**src/rtl/sh_wdt_multi_if.sv**
```systemverilog
// Internal peripheral bus (IBUS) bundle between a bus master and the watchdog block.
// The master drives address, data and strobes; the slave answers with read data and status.
interface sh_wdt_multi_if;
  logic [31:0] a;
  logic [31:0] di;
  logic [31:0] dout;
  logic        we;
  logic        req;
  logic        busy;
  logic        act;

  modport master (output a, di, we, req, input dout, busy, act);
  modport slave  (input a, di, we, req, output dout, busy, act);
endinterface

```
**src/rtl/sh_wdt_multi.sv**
```systemverilog
// Multi-channel SH-2 style watchdog / interval timer sharing one 13-bit prescaler.
// Each channel is an up-counter with its own CSR; watchdog overflows drive shared reset pulses.
module sh_wdt_multi #(
  parameter int unsigned Channels = 2,
  parameter int unsigned CntW     = 8,
  parameter logic [31:0] Base     = 32'hFFFFFE80,
  parameter int unsigned OvfPulse = 128,
  parameter int unsigned ResPulse = 512,
  parameter bit          Disable  = 1'b0
) (
  input  logic                clk_i,
  input  logic                rst_ni,
  input  logic                ce_r_i,
  input  logic                en_i,
  input  logic                res_ni,
  input  logic                sby_i,
  sh_wdt_multi_if.slave       ibus,
  output logic [Channels-1:0] iti_irq_o,
  output logic                wdtovf_no,
  output logic                pres_o,
  output logic                mres_o
);

  localparam int unsigned OvfW = $clog2(OvfPulse + 1);
  localparam int unsigned ResW = $clog2(ResPulse + 1);
  localparam logic [31:0] Span = 32'(Channels * 16);

  logic            en_cyc;
  logic [12:0]     pre_q, pre_d;
  logic [CntW-1:0] cnt_q [Channels];
  logic [CntW-1:0] cnt_d [Channels];
  logic [7:0]      csr_q [Channels];
  logic [7:0]      csr_d [Channels];
  logic [Channels-1:0] wovf_q, wovf_d;
  logic [OvfW-1:0] ovf_cnt_q, ovf_cnt_d;
  logic [ResW-1:0] res_cnt_q, res_cnt_d;
  logic            rsts_q, rsts_d;
  logic [31:0]     dout_q, dout_d;

  logic [31:0] off;
  logic        hit;
  logic [1:0]  sel_ch;
  logic        wr_en;
  logic [7:0]  key;
  logic        wd_evt;
  logic        rst_evt;
  logic        unused_di;

  assign en_cyc    = ce_r_i & en_i & ~Disable;
  assign off       = ibus.a - Base;
  assign hit       = (off < Span);
  assign sel_ch    = off[5:4];
  assign key       = ibus.di[31:24];
  assign wr_en     = en_cyc & ibus.req & ibus.we & hit & (ibus.a[3:2] == 2'd0);
  assign unused_di = ^ibus.di[23:8];

  // Tick when the low log2(divisor) prescaler bits are all ones.
  function automatic logic tick_of(input logic [12:0] p, input logic [2:0] cks);
    logic t;
    case (cks)
      3'd0:    t = p[0];
      3'd1:    t = &p[5:0];
      3'd2:    t = &p[6:0];
      3'd3:    t = &p[7:0];
      3'd4:    t = &p[8:0];
      3'd5:    t = &p[9:0];
      3'd6:    t = &p[11:0];
      default: t = &p[12:0];
    endcase
    return t;
  endfunction

  always_comb begin
    wd_evt  = 1'b0;
    rst_evt = 1'b0;
    rsts_d  = rsts_q;
    wovf_d  = wovf_q;
    pre_d   = en_cyc ? pre_q + 13'd1 : pre_q;
    for (int unsigned c = 0; c < Channels; c++) begin
      cnt_d[c] = cnt_q[c];
      csr_d[c] = csr_q[c];
      if (en_cyc && !sby_i && csr_q[c][5] && tick_of(pre_q, csr_q[c][2:0])) begin
        cnt_d[c] = cnt_q[c] + 1'b1;
        if (&cnt_q[c]) begin
          if (csr_q[c][6]) begin
            wovf_d[c]   = 1'b1;
            csr_d[c][5] = 1'b0;
            wd_evt      = 1'b1;
            if (csr_q[c][4]) begin
              rst_evt = 1'b1;
              rsts_d  = csr_q[c][3];
            end
          end else begin
            csr_d[c][7] = 1'b1;
          end
        end
      end
      // Bus writes override count/overflow results only for the fields they touch.
      if (wr_en && sel_ch == 2'(c)) begin
        case (key)
          8'h5A: cnt_d[c] = ibus.di[CntW-1:0];
          8'hA5: begin
            csr_d[c][6:0] = ibus.di[6:0];
            if (!ibus.di[7]) csr_d[c][7] = 1'b0;
            if (!ibus.di[5]) begin
              cnt_d[c]    = '0;
              csr_d[c][7] = 1'b0;
            end
          end
          8'hC3: if (!ibus.di[0]) wovf_d[c] = 1'b0;
          default: ;
        endcase
      end
      if (sby_i) begin
        cnt_d[c]      = '0;
        csr_d[c][7:3] = '0;
        wovf_d[c]     = 1'b0;
      end
      if (!res_ni) begin
        cnt_d[c] = '0;
        csr_d[c] = '0;
      end
    end

    ovf_cnt_d = ovf_cnt_q;
    if (en_cyc && ovf_cnt_q != '0) ovf_cnt_d = ovf_cnt_q - 1'b1;
    if (wd_evt) ovf_cnt_d = OvfW'(OvfPulse);
    res_cnt_d = res_cnt_q;
    if (en_cyc && res_cnt_q != '0) res_cnt_d = res_cnt_q - 1'b1;
    if (rst_evt) res_cnt_d = ResW'(ResPulse);

    if (!res_ni) begin
      pre_d     = '0;
      wovf_d    = '0;
      ovf_cnt_d = '0;
      res_cnt_d = '0;
      rsts_d    = 1'b0;
    end
  end

  // Read data is registered on any CE_R cycle, independent of EN.
  always_comb begin
    dout_d = dout_q;
    if (ce_r_i && ibus.req && !ibus.we) begin
      dout_d = '0;
      if (hit && !Disable) begin
        for (int unsigned c = 0; c < Channels; c++) begin
          if (sel_ch == 2'(c)) begin
            case (ibus.a[3:2])
              2'd0:    dout_d = {8'h00, csr_q[c], 16'(cnt_q[c])};
              2'd1:    dout_d = {31'b0, wovf_q[c]};
              default: dout_d = '0;
            endcase
          end
        end
      end
    end
    if (!res_ni) dout_d = '0;
  end

  always_ff @(posedge clk_i or negedge rst_ni) begin
    if (!rst_ni) begin
      pre_q     <= '0;
      wovf_q    <= '0;
      ovf_cnt_q <= '0;
      res_cnt_q <= '0;
      rsts_q    <= 1'b0;
      dout_q    <= '0;
      for (int unsigned c = 0; c < Channels; c++) begin
        cnt_q[c] <= '0;
        csr_q[c] <= '0;
      end
    end else begin
      pre_q     <= pre_d;
      wovf_q    <= wovf_d;
      ovf_cnt_q <= ovf_cnt_d;
      res_cnt_q <= res_cnt_d;
      rsts_q    <= rsts_d;
      dout_q    <= dout_d;
      for (int unsigned c = 0; c < Channels; c++) begin
        cnt_q[c] <= cnt_d[c];
        csr_q[c] <= csr_d[c];
      end
    end
  end

  always_comb begin
    for (int unsigned c = 0; c < Channels; c++) begin
      iti_irq_o[c] = csr_q[c][7] & ~csr_q[c][6];
    end
  end

  // Gating with res_ni drops the pulses in the same cycle the chip reset arrives.
  assign wdtovf_no = ~(|ovf_cnt_q) | ~res_ni;
  assign pres_o    = (|res_cnt_q) & ~rsts_q & res_ni;
  assign mres_o    = (|res_cnt_q) & rsts_q & res_ni;
  assign ibus.dout = dout_q;
  assign ibus.busy = 1'b0;
  assign ibus.act  = hit;

endmodule
```
**src/flat_wrapper.sv**
```systemverilog
// flat-port wrapper written by rule: the top's interface ports become plain ports
module sh_wdt_multi_flat 
#(
  parameter int unsigned Channels = 2,
  parameter int unsigned CntW     = 8,
  parameter logic [31:0] Base     = 32'hFFFFFE80,
  parameter int unsigned OvfPulse = 128,
  parameter int unsigned ResPulse = 512,
  parameter bit          Disable  = 1'b0
)
  (clk_i, rst_ni, ce_r_i, en_i, res_ni, sby_i, iti_irq_o, wdtovf_no, pres_o, mres_o, ibus_a, ibus_di, ibus_we, ibus_req, ibus_dout, ibus_busy, ibus_act);
  sh_wdt_multi_if ibus_i ();
  input  logic clk_i;
  input  logic rst_ni;
  input  logic ce_r_i;
  input  logic en_i;
  input  logic res_ni;
  input  logic sby_i;
  output logic [Channels-1:0] iti_irq_o;
  output logic wdtovf_no;
  output logic pres_o;
  output logic mres_o;
  input wire logic [$bits(ibus_i.a)-1:0] ibus_a;
  input wire logic [$bits(ibus_i.di)-1:0] ibus_di;
  input wire logic [$bits(ibus_i.we)-1:0] ibus_we;
  input wire logic [$bits(ibus_i.req)-1:0] ibus_req;
  output wire logic [$bits(ibus_i.dout)-1:0] ibus_dout;
  output wire logic [$bits(ibus_i.busy)-1:0] ibus_busy;
  output wire logic [$bits(ibus_i.act)-1:0] ibus_act;
  assign ibus_i.a = ibus_a;
  assign ibus_i.di = ibus_di;
  assign ibus_i.we = ibus_we;
  assign ibus_i.req = ibus_req;
  assign ibus_dout = ibus_i.dout;
  assign ibus_busy = ibus_i.busy;
  assign ibus_act = ibus_i.act;
  sh_wdt_multi #(.Channels(Channels), .CntW(CntW), .Base(Base), .OvfPulse(OvfPulse), .ResPulse(ResPulse), .Disable(Disable)) u_core (.clk_i(clk_i), .rst_ni(rst_ni), .ce_r_i(ce_r_i), .en_i(en_i), .res_ni(res_ni), .sby_i(sby_i), .ibus(ibus_i), .iti_irq_o(iti_irq_o), .wdtovf_no(wdtovf_no), .pres_o(pres_o), .mres_o(mres_o));
endmodule
```
**config.mk**
```make
export PLATFORM = sky130hd
export DESIGN_NAME = sh_wdt_multi_flat
export DESIGN_NICKNAME = d
export VERILOG_FILES = /design/src/rtl/sh_wdt_multi_if.sv /design/src/rtl/sh_wdt_multi.sv /design/src/flat_wrapper.sv
export SDC_FILE = /design/constraint.sdc
export NUM_CORES = 1
export LEC_CHECK = 0
export BUFFER_PORTS_ARGS = -buffer_cell sky130_fd_sc_hd__buf_2
export CAP_MARGIN = 5
export CORE_MARGIN = 4
export CORE_UTILIZATION = 50
export CTS_BUF_LIST = sky130_fd_sc_hd__clkbuf_8 sky130_fd_sc_hd__clkbuf_16
export CTS_CLUSTER_DIAMETER = 30
export DETAILED_ROUTE_END_ITERATION = 8
export MAX_ROUTING_LAYER = met4
export PLACE_DENSITY = 0.84
export SYNTH_ARGS = -nofsm -noshare
export SYNTH_HDL_FRONTEND = slang
export SYNTH_SLANG_ARGS = --single-unit
```
**constraint.sdc**
```tcl
create_clock -name clk_i -period 11.2 [get_ports clk_i]
set_clock_uncertainty 0.2 [all_clocks]
set_input_delay 3.36 -clock clk_i [delete_from_list [all_inputs] [get_ports clk_i]]
set_output_delay 3.36 -clock clk_i [all_outputs]
set_load 0.05 [all_outputs]
```
# Word-level counts from Yosys, hierarchy flattened
# Index checks and enable logic that the tools add are counted.
[op_classes]
add_sub_neg = 6
multipliers = 0
div_mod_pow = 0
n_lt_le_gt_ge = 1
eq_ne = 27
n_shift = 0
muxes = 91
bitwise_logic = 17
n_reduce_logical = 34
[op_table]
columns = ["cell", "n"]
rows = [
  ["$mux 32", 5],
  ["$mux 8", 19],
  ["$pmux 24 s2", 2],
  ["$mux 1", 53],
  ["$lt 32x6->1 const B", 1],
  ["$pmux 8 s2", 2],
  ["$sub 32x32->32 const B", 1],
  ["$mux 10", 3],
  ["$mux 13", 2],
  ["$reduce_and 8->1", 3],
  ["$eq 3x3->1 const B", 6],
  ["$add 8x1->8 const B", 2],
  ["$eq 8x8->1 const B", 2],
  ["$ne 3x1->1 const B", 5],
  ["$pmux 1 s7", 2],
  ["$add 13x1->13 const B", 1],
  ["$reduce_and 13->1", 1],
  ["$eq 3x2->1 const B", 4],
  ["$reduce_and 12->1", 1],
  ["$and 1x1->1", 11],
  ["$logic_and 1x1->1", 11],
  ["$mux 5", 2],
  ["$ne 2x1->1 const B", 5],
  ["$reduce_and 10->1", 1],
  ["other kinds (19)", 31],
]
[word_totals]
reg_bits = 98
latch_bits = 0
ramBits = 0
rom_bits = 0
in_bits = 72
output_inout_bits = 39
word_cells = 190
n_memories = 0

# Logic depth before layout (Yosys ltp)
[logic_depth]
word_depth = 11
mapped_depth = 14
mapped_depth_nobuf = 13

# Least setup slack after synthesis
# Ideal clock, no wire load.
[synth_path]
path_kind = "input -> output"
from = "input ibus_a[7]"
to = "output ibus_act"
arrival_time_ns = 5.470
t_required_ns = 7.640
setup_slack_ns = 2.170
cell_stages = 9
path_buffers = 1
cell_sequence = "inv_1 ha_1 nand3b_4 or4b_1 a211oi_2 o22ai_1 or4b_1 buf_6 nor2_8"
[synth_via]
elab_chain_len = 2
[synth_lines]
columns = ["element", "line_no", "text"]
rows = [
  ["from (decl)", "flat_wrapper.sv:23", "input wire logic [$bits(ibus_i.a)-1:0] ibus_a;"],
  ["$sub 32x32->32", "sh_wdt_multi.sv:50", "assign off = ibus.a - Base;"],
  ["$lt 32x6->1", "sh_wdt_multi.sv:51", "assign hit = (off < Span);"],
  ["to (decl)", "flat_wrapper.sv:29", "output wire logic [$bits(ibus_i.act)-1:0] ibus_act;"],
]
# Every way passes these cells.

# Worst setup path in the final report
# Same ends and word-level chain as after synthesis.

==> results.yml <==
power_and_ir_drop:
  p_leak_nw: 2.673
  power.density_mw_per_mm2: 123.2
  total_power_mw: 0.6961
  peakVddDrop_v: 0.0001233
layout:
  nets: 703
  area_growth_syn_to_layout_pct: 11.92
  fillers: 868
  fin_util_pct: 57.56
  antenna_cells: 0
  layoutNonFillerInstCount: 761
  drive_above_1_share_pct: 17.83
  final_cell_area_mm2: 0.005652
clock_tree:
  cts.clk_slew.worst_paths_ns: 0.09
  ctsHoldBuffers: 0
  cts_setup_buffers: 0
  clock-sinks: 82
  htreeDepth: 3
  cts_tree: "built"
  ctsResizeCount: 0
  cts-root-buf: "clkbuf_8"
  worstSkewPairLatency_ns: 0.36
  cts_buffer_depth: 2
  cts-buffers-inserted: 9
grt:
  grt_pass1_wl_um: 21020
  grt_pass1_vias: 4439
  grt_use_total_pct: 23.02
  antenna_found_initial: 0
  overflow: 0
  grt_max_degree: 83
die:
  dieWidth_um: 108.5
  core_area_mm2: 0.009819
  row_count: 36
  die_h_um: 108.5
  start_util_pct: 51.43
  dieArea_mm2: 0.01177
  ios: 111
critical_path:
  cp_data_arrival_time_ns: 6.17
  crit_required_ns: 7.64
  critPathTopFamily: "simple AND/OR/NAND/NOR gates"
  timing.rr.end: "u_core.res_cnt_q[6]"
  critPathBufInv: 3
  slowest_stage: "or4b_1"
  r2r_cells: 12
  worst-r2r-setup-slack_ns: 7.47
  critical_path_class: "in -> out"
  cp-start-kind: "primary input"
  setup.worst_path.start: "ibus_a[7]"
  r2r-start: "u_core.pre_q[0]"
  critPathMaxStageDelay_ns: 0.77
  critical_path_cell_count: 10
  cp-end-kind: "output port"
  crit_chain: "buf_2, inv_1, ha_1, nand3b_4, or4b_1, a211oi_2, o22ai_1, or4b_1, nor2_8, buf_2"
  crit_end: "ibus_act"
  path_max_fanout: 9
sta:
  finalSetupViolCount: 0
  min_period_ns: 9.727
  drv_slew: 0
  hold_viol: 0
  slew_headroom_pct: 32.57
  tightest_slew_ns: 1.011
  timing.hold.ws_ns: 0.2900
  period_share_pct: 86.85
  max_freq_mhz: 102.8
  finalSetupTns_ns: 0
  rsz0062_at_grt: "no"
  setup_ws_ns: 1.473
synthesis:
  synth-main-ff-cell: "dfrtp_1"
  synth_most_common_cell: "dfrtp_1"
  avgSynthCellArea_um2: 9.066
  yosysTopAreaCell: "dfrtp_1"
  yosysSeqAreaShare_pct: 40.63
  yosys-top-cells-area: "dfrtp_1, xnor2_1, nand2_1"
  synth_warnings: 0
  synthesis.instances: 557
  synth_cell_types: 64
  synth_top_area_share_pct: 40.63
  ys_async_sr_fraction_pct: 100.0
  ys_ff_latch: 82
  synth_commonest_cells: "dfrtp_1, nand2_1, nor2_1"
  synth_edf_count: 0
  synth_area_mm2: 0.005050
run:
  maxCapViolCount: 0
routing:
  wl_um: 12760
  vias_per_cell: 5.938
  post_drt_wl_per_cell_um: 16.77
  via_count: 4519
  first_iter_violations: 459
  drt-pass1-iter-count: 5
  drtAntennaViolNets: 0
  drc: 0
placement:
  portBuffers: 75
  place_ws_ns: 1.490
  hpwlAfterDp_um: 9546
  globalplace.congestion: 0.9049
  numPlacedInstances: 745
  placed_area_mm2: 0.005444
hold_path:
  hp-class: "reg -> reg"
  min_from: "u_core.ibus.dout[6]"
status:
  status: "finished, final reports clean"
## cells by family (layout without fill, tap and decap cells)
| family | count (synthesis) | after routing | share of synthesized area, % |
|---|---|---|---|
| muxes | 21 | 21 | 4.484 |
| AOI/OAI and AO/OA | 103 | 103 | 13.45 |
| and+or+nand+nor | 250 | 250 | 27.01 |
| other | 1 | 17 | 0.07426 |
| adders and majority gates | 8 | 8 | 1.982 |
| buffers and inverters | 52 | 107 | 5.426 |
| DFF | 82 | 82 | 40.63 |
| xor gates and xnor gates | 40 | 40 | 6.938 |
## tightest hold or removal path: cells and delay by family, from the launching register on
kind,cells,cell delay [ns]
AOI/OAI and AO/OA,1,0.06
and+or+nand+nor,1,0.05
DFF,1,0.35
## worst min path at each step
stage	endpoint	slack [ns]	cells after the start
floorplan	u_core.res_cnt_q[8]	0.30	2
global placement	u_core.ibus.dout[23]	0.26	2
detailed placement	u_core.ibus.dout[22]	0.27	2
CTS	u_core.ibus.dout[22]	0.30	2
global route	u_core.ibus.dout[7]	0.32	2
finish	u_core.ibus.dout[6]	0.29	2
## layout make-up
| class | count | area [um^2] | share of cell area (%) |
|---|---|---|---|
| clock inverter | 7 | 83.83 | 1.483 |
| inverter | 15 | 56.30 | 0.9962 |
| tap | 133 | 166.4 | 2.944 |
| clock buffer | 9 | 123.9 | 2.192 |
| timing repair buffer | 76 | 385.4 | 6.819 |
| multi-input combinational | 439 | 2784 | 49.26 |
| sequential | 82 | 2052 | 36.31 |
## power breakdown
group | switching [mW] | internal (mW) | leakage, nW | total [mW]
clock network | 0.117 | 0.107 | 0.102 | 0.224
registers | 0.0141 | 0.309 | 1.14 | 0.323
logic | 0.0990 | 0.0507 | 1.43 | 0.150
## state kept, by name (all words and copies together) (netlist names)
register          cells
u_core.cnt_q         16
u_core.csr_q         16
u_core.ibus.dout     16
u_core.ovf_cnt_q      8
u_core.pre_q         13
u_core.res_cnt_q     10
u_core.rsts_q         1
u_core.wovf_q         2
## cell usage in the layout (no fill, tap or decap), types with 3 or more instances in the layout
master,instances
nand4b_1,4
inv_1,15
dfrtp_1,82
a2111o_1,4
mux2_2,3
a211oi_1,5
or3_1,3
o21ai_0,25
nor3_1,25
clkbuf_8,9
nor2b_1,3
a21oi_1,18
or4_1,3
nand4_1,14
and3_1,11
ha_1,8
or4b_1,3
conb_1,17
nand2_1,60
nand2b_1,5
o22ai_1,17
buf_2,74
nand3b_1,3
and2_1,5
nor2_1,59
xnor2_1,27
and4_1,3
a21o_1,15
nor4_1,9
nand3_1,19
nor3b_1,4
xor2_1,13
mux2i_1,17
a31oi_1,3
or3b_2,3
## metal layers
| layer | global-route usage, % | routed length [um] | vias up |
|---|---|---|---|
| met5 | - | 0 | - |
| li1 | - | - | 2102 |
| met2 | 36.98 | 6173 | 206 |
| met3 | 3.224 | 949 | 27 |
| met4 | 8.206 | 276 | 0 |
| met1 | 29.89 | 5362 | 2184 |
Note: power is estimated with default switching activity, not from simulation.
